===== src/rtl/fmcrop_pkg.sv =====
// Shared definitions for the feature-map cropper: register map and config bundle.
// The register map matches the padding block so one driver programs both.
package fmcrop_pkg;

    localparam logic [2:0] ADDR_XON  = 3'd0;
    localparam logic [2:0] ADDR_XOFF = 3'd1;
    localparam logic [2:0] ADDR_XEND = 3'd2;
    localparam logic [2:0] ADDR_YON  = 3'd4;
    localparam logic [2:0] ADDR_YOFF = 3'd5;
    localparam logic [2:0] ADDR_YEND = 3'd6;

    // Fields hold zero-extended, already-truncated register values.
    typedef struct packed {
        logic [31:0] xon;
        logic [31:0] xoff;
        logic [31:0] xend;
        logic [31:0] yon;
        logic [31:0] yoff;
        logic [31:0] yend;
    } cfg_t;

endpackage


===== src/rtl/fmcrop_skid.sv =====
// Two-entry AXI-Stream skid buffer: output register plus one skid register.
// in_ready is registered (!skid_full), so the upstream path is cut combinationally.
module fmcrop_skid #(
    parameter int W = 8
) (
    input  logic         clk,
    input  logic         rst_n,
    input  logic         in_valid,
    output logic         in_ready,
    input  logic [W-1:0] in_data,
    output logic         out_valid,
    input  logic         out_ready,
    output logic [W-1:0] out_data
);

    // valid/ready: a beat transfers on a rising edge where both are high; a
    // raised valid holds, with stable data, until that edge.
    logic         skid_valid;
    logic [W-1:0] skid_data;
    logic         in_fire;
    logic         out_free;

    assign in_fire  = in_valid && in_ready;
    assign out_free = out_ready || !out_valid;

    always_ff @(posedge clk or negedge rst_n) begin
        if (!rst_n) begin
            out_valid  <= 1'b0;
            out_data   <= '0;
            skid_valid <= 1'b0;
            skid_data  <= '0;
            in_ready   <= 1'b0;
        end else if (out_free) begin
            // in_ready is low whenever the skid holds a beat, so at most one source loads.
            if (skid_valid) begin
                out_valid <= 1'b1;
                out_data  <= skid_data;
            end else begin
                out_valid <= in_fire;
                if (in_fire) out_data <= in_data;
            end
            skid_valid <= 1'b0;
            in_ready   <= 1'b1;
        end else begin
            if (in_fire) begin
                skid_valid <= 1'b1;
                skid_data  <= in_data;
            end
            in_ready <= !(skid_valid || in_fire);
        end
    end

endmodule


===== src/rtl/fmcrop_axi.sv =====
// Streaming feature-map cropper: counts beats/columns/rows of the incoming image
// and forwards only the beats inside the configured window.
module fmcrop_axi
    import fmcrop_pkg::*;
#(
    parameter int XCOUNTER_BITS = 8,
    parameter int YCOUNTER_BITS = 8,
    parameter int NUM_CHANNELS  = 4,
    parameter int SIMD          = 2,
    parameter int ELEM_BITS     = 4,
    localparam int STREAM_BITS  = 8 * (1 + (SIMD * ELEM_BITS - 1) / 8)
) (
    input  logic                   ap_clk,
    input  logic                   ap_rst_n,
    input  logic                   we,
    input  logic [2:0]             wa,
    input  logic [31:0]            wd,
    output logic                   s_axis_tready,
    input  logic                   s_axis_tvalid,
    input  logic [STREAM_BITS-1:0] s_axis_tdata,
    input  logic                   m_axis_tready,
    output logic                   m_axis_tvalid,
    output logic [STREAM_BITS-1:0] m_axis_tdata
);

    localparam int NF    = NUM_CHANNELS / SIMD;
    localparam int SBITS = (NF > 1) ? $clog2(NF) : 1;
    localparam logic [31:0] XMASK = 32'((64'd1 << XCOUNTER_BITS) - 64'd1);
    localparam logic [31:0] YMASK = 32'((64'd1 << YCOUNTER_BITS) - 64'd1);

    cfg_t                     shadow;
    cfg_t                     active;
    cfg_t                     cfg;
    logic [SBITS-1:0]         s_cnt;
    logic [XCOUNTER_BITS-1:0] x_cnt;
    logic [YCOUNTER_BITS-1:0] y_cnt;
    logic                     in_fire;
    logic                     first_beat;
    logic                     last_s;
    logic                     last_x;
    logic                     last_y;
    logic                     keep;

    // Shadows are deliberately unreset so configuration survives a pipeline reset.
    always_ff @(posedge ap_clk) begin
        if (we) begin
            case (wa)
                ADDR_XON:  shadow.xon  <= wd & XMASK;
                ADDR_XOFF: shadow.xoff <= wd & XMASK;
                ADDR_XEND: shadow.xend <= wd & XMASK;
                ADDR_YON:  shadow.yon  <= wd & YMASK;
                ADDR_YOFF: shadow.yoff <= wd & YMASK;
                ADDR_YEND: shadow.yend <= wd & YMASK;
                default: ;
            endcase
        end
    end

    assign in_fire    = s_axis_tvalid && s_axis_tready;
    assign first_beat = (s_cnt == '0) && (x_cnt == '0) && (y_cnt == '0);
    // The first beat of an image already sees the freshly latched window.
    assign cfg        = first_beat ? shadow : active;

    always_ff @(posedge ap_clk) begin
        if (in_fire && first_beat) active <= shadow;
    end

    assign last_s = (s_cnt == SBITS'(NF - 1));
    assign last_x = (32'(x_cnt) == cfg.xend);
    assign last_y = (32'(y_cnt) == cfg.yend);
    assign keep   = (32'(x_cnt) >= cfg.xon) && (32'(x_cnt) < cfg.xoff) &&
                    (32'(y_cnt) >= cfg.yon) && (32'(y_cnt) < cfg.yoff);

    always_ff @(posedge ap_clk or negedge ap_rst_n) begin
        if (!ap_rst_n) begin
            s_cnt <= '0;
            x_cnt <= '0;
            y_cnt <= '0;
        end else if (in_fire) begin
            if (last_s) begin
                s_cnt <= '0;
                if (last_x) begin
                    x_cnt <= '0;
                    y_cnt <= last_y ? '0 : y_cnt + YCOUNTER_BITS'(1);
                end else begin
                    x_cnt <= x_cnt + XCOUNTER_BITS'(1);
                end
            end else begin
                s_cnt <= s_cnt + SBITS'(1);
            end
        end
    end

    // Dropped beats still handshake upstream; only kept beats enter the skid.
    fmcrop_skid #(
        .W (STREAM_BITS)
    ) u_skid (
        .clk       (ap_clk),
        .rst_n     (ap_rst_n),
        .in_valid  (s_axis_tvalid && keep),
        .in_ready  (s_axis_tready),
        .in_data   (s_axis_tdata),
        .out_valid (m_axis_tvalid),
        .out_ready (m_axis_tready),
        .out_data  (m_axis_tdata)
    );

endmodule


===== config.mk =====
export PLATFORM = sky130hd
export DESIGN_NAME = fmcrop_axi
export DESIGN_NICKNAME = d
export VERILOG_FILES = /design/src/rtl/fmcrop_pkg.sv /design/src/rtl/fmcrop_skid.sv /design/src/rtl/fmcrop_axi.sv
export SDC_FILE = /design/constraint.sdc
export NUM_CORES = 1
export LEC_CHECK = 0
export ABC_AREA = 1
export BUFFER_PORTS_ARGS = -buffer_cell sky130_fd_sc_hd__clkbuf_2
export CAP_MARGIN = 20
export CORE_MARGIN = 1.5
export CORE_UTILIZATION = 30
export DETAILED_ROUTE_END_ITERATION = 6
export PLACE_DENSITY = 0.47
export SLEW_MARGIN = 15
export SYNTH_ARGS = -nofsm -noshare
export SYNTH_HDL_FRONTEND = slang
export SYNTH_SLANG_ARGS = --single-unit

===== constraint.sdc =====
create_clock -name ap_clk -period 5.8 [get_ports ap_clk]
set_input_delay 0.58 -clock ap_clk [delete_from_list [all_inputs] [get_ports ap_clk]]
set_output_delay 0.58 -clock ap_clk [all_outputs]
set_load 0.01 [all_outputs]

==> impl_metrics.yaml, run 1 <==
outcome:
  status: "complete, no violations"
synth:
  yosysUniqueCellTypes: 35
  netlist_area_sq_um: 6260
  syn_inst: 566
  synth_ff_type: "edfxtp_1"
  synth-edff-count: 96
  syn_avg_cell_area_sq_um: 11.1
  synth_nets: 648
  synth-seq-cells: 132
  async_reset_ff_share_pct: 27.3
  ys_seq_area_share_pct: 60.5
  yosysWarningCount: 0
placement:
  placed_area_sq_um: 6680
  hpwlAfterDp_um: 9000
  place.gp.congestion: 0.753
  io_buffer_count: 33
sta:
  rsz0062_at_grt: "false"
  hold_violations: 0
  slew_viol_final: 0
  fin_tns_setup_ps: 0
  fmax_mhz: 236
  maxSlewHeadroom_pct: 32.5
  final.min_clock_period_ps: 4230
  setup_viol_count_final: 0
  whs_ps: 303
  skew_ps: 8.02
  post-route-period-util_pct: 72.9
  worst_pin_slew_ps: 1010
global_routing:
  grt_pass1_vias: 3887
  grt.overflow.total: 0
  grtUsageTotal_pct: 13.0
  grt_max_degree: 51
  grt_pass1_wl_um: 21000
  antenna_found_initial: 0
worst_setup_path:
  reg2reg_depth: 20
  path_class: "flip-flop to flip-flop"
  end_kind: "flip-flop"
  slowest_delay_ps: 570
  slowest_stage: "nand2_4"
  worstSetupStartpoint: "y_cnt[0]$_DFFE_PN0P_"
  cp_max_fo: 50
  cp_data_arrival_time_ps: 4550
  timing.rr.start: "y_cnt[0]$_DFFE_PN0P_"
  rr_endpoint: "u_skid.skid_data[0]$_DFFE_PN0P_"
  worstSetupStartpointType: "flip-flop"
  critical_path_required_ps: 6120
  path_cells: "inv_1 -> ha_1 -> nand2_1 -> inv_1 -> nand2_1 -> nor2_4 -> nand2_4 -> clkinv_2 -> nor2_1 -> nor2_1 -> ha_1 -> nor2_1 -> o21ai_0 -> nand2_1 -> nand2_1 -> o2111ai_1 -> nand3_1 -> nor2_1 -> nand4_1 -> o21ai_0"
  crit_end: "u_skid.skid_data[0]$_DFFE_PN0P_"
  r2r_slack_ps: 1570
clock_tree:
  cts_hold_buf: 0
  post_cts_buffers: 0
  clock_tree.root_cell: "clkbuf_16"
  cts.repair.resized: 0
  clkTransAtPathRegs_ps: 60
  numCtsBuffers: 17
  cts_sinks: 132
  clock_latency_ps: 420
  cts_tree: "yes"
  cts_buffer_depth: 2
  htree_levels: 4
route:
  wl_um: 13100
  ant_nets: 0
  firstDrtPassIters: 4
  wl_per_cell_um: 14.8
  route.detailed.drc: 0
  drt_iter0_drc: 221
  vias: 3934
  viasPerCell: 4.43
layout:
  fillers: 2033
  antenna_cells: 0
  final_nets: 687
  layout-drive-gt1-share_pct: 13.8
  final_area_sq_um: 7260
  area_delta_synth_final_pct: 16.0
floorplanning:
  die_y_um: 147
  start_util_pct: 30.7
  boundaryPins: 58
  die_area_sq_um: 21700
  fp.dieW_um: 147
  num_rows: 52
  core-area_sq_um: 20400
power_and_ir_drop:
  power.total_mw: 2.51
  cellPowerDensity_nw_per_um2: 346
  p_leak_nw: 3.24
  ir_drop_mv: 0.197
worst_hold_path:
  hold_path_class: "primary input to asynchronous set/reset pin"
run:
  drv_cap: 0
area by class of cell:
class	instances	area [sq um]	share of cell area, %
inverters	49	185	2.55
clock buffers	17	425	5.86
flip-flops and latches	132	3780	52.1
clock inverters	15	156	2.15
repair buffers	34	173	2.38
well taps	270	338	4.65
multi-input cells	371	2200	30.3
flip-flops by register name, summed over array words and instances (netlist names):
register and count:
active 48, shadow 48, u_skid.out_data 8, u_skid.skid_data 8
x_cnt 8, y_cnt 8, last_s 1, u_skid.in_ready 1
u_skid.out_valid 1, u_skid.skid_valid 1
worst min-delay path by stage:
stage	startpoint	endpoint	slack [ps]	depth (start not counted)
final	ap_rst_n	x_cnt[2]$_DFFE_PN0P_	300	1
after floorplan	ap_rst_n	last_s$_DFFE_PN0P_	280	0
after global placement	shadow[32]$_DFFE_PP_	active[32]$_DFFE_PP_	420	0
after CTS	ap_rst_n	u_skid.out_data[6]$_DFFE_PN0P_	330	1
after detailed placement	shadow[32]$_DFFE_PP_	active[32]$_DFFE_PP_	420	0
after global routing	ap_rst_n	u_skid.out_data[6]$_DFFE_PN0P_	360	1
worst max-delay path, delay by kind of cell (launching register included):
kind | cells | cell delay, ps
buf+inv | 3 | 650
flops | 1 | 450
simple gates | 12 | 2030
fa+ha+maj | 2 | 400
compound gates | 3 | 530
layout by cell type (no fill, tap or decap), types with 2 or more instances in the layout:
cell,n
nand4_1,6
nand3b_2,2
nand3_1,22
clkbuf_16,17
nor2_1,39
nor4_1,2
clkbuf_2,33
ha_1,34
clkinv_4,4
nand3b_1,2
clkinv_2,2
clkinv_1,4
nor2_4,5
inv_2,4
edfxtp_1,96
o21ai_0,27
xor2_1,15
a21oi_1,12
clkinvlp_4,3
nand2_2,2
inv_1,42
inv_6,3
dfrtp_1,36
xnor2_1,7
nor3_1,4
nand2_1,154
mux2i_1,28
nand3_2,2
bufinv_16,2
report_power, final:
part	switching (mW)	total, mW	internal, mW
registers	0.0734	1.14	1.06
logic	0.187	0.318	0.131
clock network	0.424	1.06	0.634
synth_stat cells (2+ instances only):
cell type / count / share of area (%)
a21oi_1: 12 / 0.96
buf_2: 6 / 0.48
buf_6: 5 / 0.90
clkbuf_1: 2 / 0.12
clkinv_1: 2 / 0.12
dfrtp_1: 36 / 14
edfxtp_1: 96 / 46
ha_1: 34 / 6.8
inv_1: 42 / 2.5
inv_2: 4 / 0.24
mux2i_1: 28 / 4.5
nand2_1: 154 / 9.2
nand2_2: 2 / 0.20
nand3_1: 22 / 1.8
nand3_2: 2 / 0.32
nand3b_1: 2 / 0.24
nand3b_2: 2 / 0.36
nand4_1: 6 / 0.60
nor2_1: 40 / 2.4
nor2_4: 4 / 0.72
nor3_1: 4 / 0.32
nor4_1: 2 / 0.20
o21ai_0: 27 / 2.2
xnor2_1: 7 / 0.98
xor2_1: 15 / 2.1
through the flow:
step	util, %	instances	setup WS [ps]
after floorplan	-	566	1820
after global placement	32.8	856	1530
after detailed placement	32.8	856	1480
after CTS	35.6	888	1450
after global routing	35.6	888	968
final	35.6	888	1570
routing by layer:
layer	global-route usage, %	wire (um)	up-vias
met2	20.1	5920	76
met4	5.60	232	0
met3	3.27	493	19
li1	-	-	1990
met1	17.5	6460	1849
met5	0	0	-
cell families (layout without fill, tap and decap cells):
group | after synthesis | count (layout) | share of synthesized area (%)
compound gates | 42 | 42 | 3.50
flops | 132 | 132 | 60.5
xor+xnor | 22 | 22 | 3.08
fa+ha+maj | 34 | 34 | 6.80
buf+inv | 63 | 115 | 4.54
mux | 28 | 28 | 4.48
simple gates | 245 | 245 | 17.2
(Power assumes the default switching activity.)
==> run 2, diff against run 1 <==
--- a/config.mk
+++ b/config.mk
@@ -11,7 +11,7 @@
 export CORE_MARGIN = 1.5
 export CORE_UTILIZATION = 30
 export DETAILED_ROUTE_END_ITERATION = 6
-export PLACE_DENSITY = 0.47
+export PLACE_DENSITY = 0.49
 export SLEW_MARGIN = 15
 export SYNTH_ARGS = -nofsm -noshare
 export SYNTH_HDL_FRONTEND = slang
==> constraint.sdc (replaced) <==
create_clock -name ap_clk -period 3.89 [get_ports ap_clk]
set_input_delay 0.389 -clock ap_clk [delete_from_list [all_inputs] [get_ports ap_clk]]
set_output_delay 0.389 -clock ap_clk [all_outputs]
set_load 0.01 [all_outputs]
==> run 2 against run 1 <==
  * Die area stayed put
  * Non-clock buffer count up 19
  * Setup slack worse by 1200 ps
  * Sequential cell count unchanged
  * Combinational power grew 86%
  * Largest cell class unchanged
  * Highest routed layer unchanged
==> impl_metrics.yaml, run 2 (synthesized netlist as in run 1, its figures left out) <==
clock_tree:
  cts_sinks: 132
  clock_latency_ps: 420
  clkTransAtPathRegs_ps: 60
  cts_buffer_depth: 2
  htree_levels: 4
  cts_tree: "yes"
  clock_tree.root_cell: "clkbuf_16"
  numCtsBuffers: 17
floorplanning:
  fp.dieW_um: 147
  num_rows: 52
  die_area_sq_um: 21700
  die_y_um: 147
  boundaryPins: 58
  core-area_sq_um: 20400
  start_util_pct: 30.7
sta:
  setup_viol_count_final: 0
  setup_slack_ps: 406
  worst_pin_slew_ps: 937
  rsz0062_at_grt: "false"
  post-route-period-util_pct: 89.6
  fmax_mhz: 287
  final.min_clock_period_ps: 3480
  hold_violations: 0
  slew_viol_final: 0
  maxSlewHeadroom_pct: 37.6
  fin_tns_setup_ps: 0
  skew_ps: 7.93
layout:
  layout-drive-gt1-share_pct: 16.5
  antenna_cells: 0
  final_core_util_pct: 36.5
  instances_no_fill: 907
  final_nets: 706
  final_cell_mix: "nand2_1 (154), edfxtp_1 (96), inv_1 (42)"
  largestRegisters: "active x48, shadow x48"
  fillers: 2022
  layout_commonest_cell: "nand2_1"
  area_delta_synth_final_pct: 18.7
route:
  wl_per_cell_um: 14.4
  drt_iter0_drc: 170
  viasPerCell: 4.42
  firstDrtPassIters: 4
  route.detailed.drc: 0
  vias: 4006
  wl_um: 13000
  ant_nets: 0
power_and_ir_drop:
  cellPowerDensity_nw_per_um2: 517
  ir_drop_mv: 0.280
  p_clk_share_pct: 41.9
  p_sw_mw: 1.05
  p_leak_nw: 3.33
  switching_share_pct: 27.4
  p_int_mw: 2.78
  power.total_mw: 3.84
  power_frac_seq_pct: 42.7
  power_frac_comb_pct: 15.4
worst_hold_path:
  hold_path_class: "primary input to asynchronous set/reset pin"
global_routing:
  grtUsageTotal_pct: 12.7
  grt.overflow.total: 0
  grt_pass1_vias: 4018
  grt_pass1_wl_um: 20800
  grt_max_degree: 37
  antenna_found_initial: 0
placement:
  io_buffer_count: 33
  place.gp.congestion: 0.773
  post-place-cells: 875
  pre_cts_ws_ps: 284
  hpwlAfterDp_um: 9460
worst_setup_path:
  critical_path_required_ps: 4190
  cp_max_fo: 33
  worstSetupStartpointType: "flip-flop"
  path_class: "flip-flop to flip-flop"
  cp_data_arrival_time_ps: 3790
  end_kind: "flip-flop"
outcome:
  status: "complete, no violations"
run:
  drv_cap: 0
run 2: changes by cell type in the layout (fill, tap and decap cells not counted):
cell and delta:
inv_8 +2, nand2_8 +1, clkinv_1 -1, clkinv_2 -1
nand2_4 -1, clkinv_4 -1, clkinvlp_4 -1, buf_4 +19
inv_6 +2
run 2: power groups by stage:
stage	Combinational (mW)	Sequential, mW	Clock (mW)
finish	0.592	1.64	1.61
global route	0.674	1.65	1.70
CTS	0.601	1.64	1.65
detailed placement	0.598	1.67	0
global placement	0.578	1.66	0
floorplan	0.353	1.69	0
run 2: routing by layer:
layer / vias to the layer above / wire, um / GRT usage, %
met1: 1894 / 6280 / 16.4
met2: 68 / 6070 / 20.5
li1: 2031 / - / -
met4: 0 / 161 / 3.90
met5: - / 0 / 0
met3: 13 / 518 / 3.70
run 2: critical path: stages, from the launching register on:
cell       delay, ps
dfrtp_1          440
inv_1            170
ha_1             210
nand2_1           60
inv_1             50
nand2_1           70
nor2_4           180
nand2_8          220
mux2i_1          190
ha_1             310
nand2_1           70
nor2_1           160
nand4_1          120
o2111ai_1        160
nand3_1          100
nor2_1           240
nand3_1          150
nand2_2           80
nand2_1          180
nand2_1          120
nand2_1           60
run 2: cell type report:
cell class	instances	area [sq um]	area share (%)
clock buffer	17	425	5.73
clock inverter	15	171	2.31
inverter	49	185	2.49
multi-input combinational	371	2210	29.7
sequential	132	3780	51.0
tap	270	338	4.55
timing repair buffer	53	315	4.25
run 2: final timing paths:
kind	from	endpoint	slack (ps)	cells after the start
worst max-delay path	y_cnt[0]$_DFFE_PN0P_	u_skid.out_data[6]$_DFFE_PN0P_	410	20
worst min-delay path	ap_rst_n	u_skid.out_data[3]$_DFFE_PN0P_	110	1
worst max register to register	y_cnt[0]$_DFFE_PN0P_	u_skid.out_data[6]$_DFFE_PN0P_	410	20
worst min register to register	shadow[32]$_DFFE_PP_	active[32]$_DFFE_PP_	440	0
max in group asynchronous	ap_rst_n	y_cnt[7]$_DFFE_PN0P_	3200	1
min in group ap_clk	s_axis_tdata[7]	u_skid.skid_data[7]$_DFFE_PN0P_	230	3
run 2: through the flow:
step	hold WS (ps)	cell area (sq um)
finish	107	7430
global route	181	7430
CTS	140	7420
detailed placement	433	6820
global placement	428	6820
floorplan	93.4	6260
run 2: what timing repair did:
action                                 in CTS  in global routing
setup buffers                               0                  0
setup endpoints to repair                   0                  1
gates resized for setup                     0                  1
hold buffers                                0                  0
endpoints found under the hold margin       0                  0
==> run 3, diff against run 2 <==
--- a/config.mk
+++ b/config.mk
@@ -11,6 +11,7 @@
 export CORE_MARGIN = 1.5
 export CORE_UTILIZATION = 30
 export DETAILED_ROUTE_END_ITERATION = 6
+export GPL_TIMING_DRIVEN = 0
 export PLACE_DENSITY = 0.49
 export SLEW_MARGIN = 15
 export SYNTH_ARGS = -nofsm -noshare
==> run 3 against run 2 <==
  * Sequential power is 5% higher
  * Count of clock-buffer cells in the layout stayed put
  * First-iteration DRC count is 9.4% higher
  * Critical path depth is 3 higher
  * Global-route usage is 0.72 points higher
  * Clock skew is 0.61 ps lower
  * Register-to-register slack worse by 90 ps
  * Via count is 0.20% higher
  * Core utilization is 0.18 points higher
  * Non-clock buffer count is 2 lower
  * Wire length is 3.8% higher
  * Die area stayed put
  * Largest power group unchanged
  * Highest routed layer unchanged
==> impl_metrics.yaml, run 3 (synthesized netlist as in run 1, its figures left out) <==
sta:
  maxSlewHeadroom_pct: 38.0
  setup_slack_ps: 316
  setup_viol_count_final: 0
  worst_pin_slew_ps: 926
  fmax_mhz: 280
  slew_viol_final: 0
  hold_violations: 0
  final.min_clock_period_ps: 3570
  skew_ps: 7.32
  fin_tns_setup_ps: 0
  whs_ps: 98.7
  rsz0062_at_grt: "false"
  post-route-period-util_pct: 91.9
placement:
  place.gp.congestion: 0.759
  io_buffer_count: 33
  placed_area_sq_um: 6820
  hpwlAfterDp_um: 9750
  pre_cts_ws_ps: -204
  post-place-cells: 871
power_and_ir_drop:
  p_leak_nw: 3.34
  ir_drop_mv: 0.270
  power.total_mw: 3.84
  cellPowerDensity_nw_per_um2: 514
route:
  vias: 4014
  wl_um: 13500
  ant_nets: 0
  wl_per_cell_um: 14.9
  route.detailed.drc: 0
  firstDrtPassIters: 4
  viasPerCell: 4.44
  drt_iter0_drc: 186
layout:
  largestRegisters: "active x48, shadow x48"
  instances_no_fill: 905
  area_delta_synth_final_pct: 19.2
  layout_commonest_cell: "nand2_1"
  final_core_util_pct: 36.6
  antenna_cells: 0
  final_cell_mix: "nand2_1 (153), edfxtp_1 (96), inv_1 (40)"
  final_area_sq_um: 7460
  layout-drive-gt1-share_pct: 16.7
  final_nets: 704
floorplanning:
  boundaryPins: 58
  core-area_sq_um: 20400
  die_area_sq_um: 21700
  die_y_um: 147
  start_util_pct: 30.7
  num_rows: 52
  fp.dieW_um: 147
global_routing:
  grtUsageTotal_pct: 13.4
  grt_max_degree: 37
  grt_use_met2_pct: 21.5
  use_met3_pct: 3.67
  antenna_found_initial: 0
  grt_use_met1_pct: 17.6
  grt.overflow.total: 0
  grt.busiest_layer: "met2"
  grt_pass1_vias: 4122
  grt_pass1_wl_um: 21700
run:
  drv_cap: 0
clock_tree:
  cts_sinks: 132
  numCtsBuffers: 17
  clock_tree.root_cell: "clkbuf_16"
  cts_buffer_depth: 2
  cts_tree: "yes"
  clock_latency_ps: 420
  clkTransAtPathRegs_ps: 60
  htree_levels: 4
worst_setup_path:
  cp_max_fo: 10
  end_kind: "flip-flop"
  critical_path_required_ps: 4210
  cp_data_arrival_time_ps: 3900
  path_class: "flip-flop to flip-flop"
  r2r_slack_ps: 320
  worstSetupStartpointType: "flip-flop"
worst_hold_path:
  hold_path_class: "primary input to asynchronous set/reset pin"
outcome:
  status: "complete, no violations"
-- run 3: changes by cell type in the layout (fill, tap and decap cells not counted), sizes merged --
cell,delta
clkbuf,+3
buf,-5
clkinvlp,-1
clkinv,+1
inv,-1
bufinv,+1
-- run 3: worst max-delay path, stage by stage, from the launching register on --
cell       delay [ps]
dfrtp_2           480
inv_1             140
ha_1              160
nand2_1            50
inv_1              40
nand2_1            70
nor2_4            130
nand2_4            80
buf_6             150
buf_6             150
buf_4             210
mux2i_1           140
ha_1              310
nand2_1            60
inv_1              60
o21ai_0            80
nand2_1            60
nand2_1            50
o2111ai_1         100
nand3_1           130
nor2_2            190
nand4_1           230
buf_2             240
o21ai_0           170
-- run 3: timing repair --
item	CTS	global route
resized for setup	5	6
pin swaps	1	1
buffers inserted	2	0
hold buffers	0	0
endpoints found under the setup margin	17	17
-- run 3: metal layers --
metal  wire, um  share of wire (%)
met1       6620                 49
met2       6250                 46
met3        426                3.2
met4        221                1.6
met5          0                  0
-- run 3: path summary, 6_finish.rpt --
path	start	end	cells after the start
max reg2reg	x_cnt[1]$_DFFE_PN0P_	u_skid.skid_data[0]$_DFFE_PN0P_	23
max in group asynchronous	ap_rst_n	y_cnt[1]$_DFFE_PN0P_	1
max	x_cnt[1]$_DFFE_PN0P_	u_skid.skid_data[0]$_DFFE_PN0P_	23
min	ap_rst_n	u_skid.out_data[2]$_DFFE_PN0P_	1
min reg2reg	shadow[128]$_DFFE_PP_	active[128]$_DFFE_PP_	0
min in group ap_clk	s_axis_tdata[6]	u_skid.skid_data[6]$_DFFE_PN0P_	3
-- run 3: area by class of cell --
| cell class | count | area [sq um] |
|---|---|---|
| fill | 2004 | 12900 |
| sequential | 132 | 3790 |
| multi-input combinational | 371 | 2200 |
| clock buffer | 17 | 425 |
| tap | 270 | 338 |
| timing repair buffer | 37 | 235 |
| inverter | 49 | 185 |
| clock inverter | 15 | 178 |
| buffer | 14 | 110 |
-- run 3: power by group --
group | switching [mW] | internal (mW)
sequential | 0.139 | 1.58
clock | 0.618 | 1.01
combinational | 0.282 | 0.198
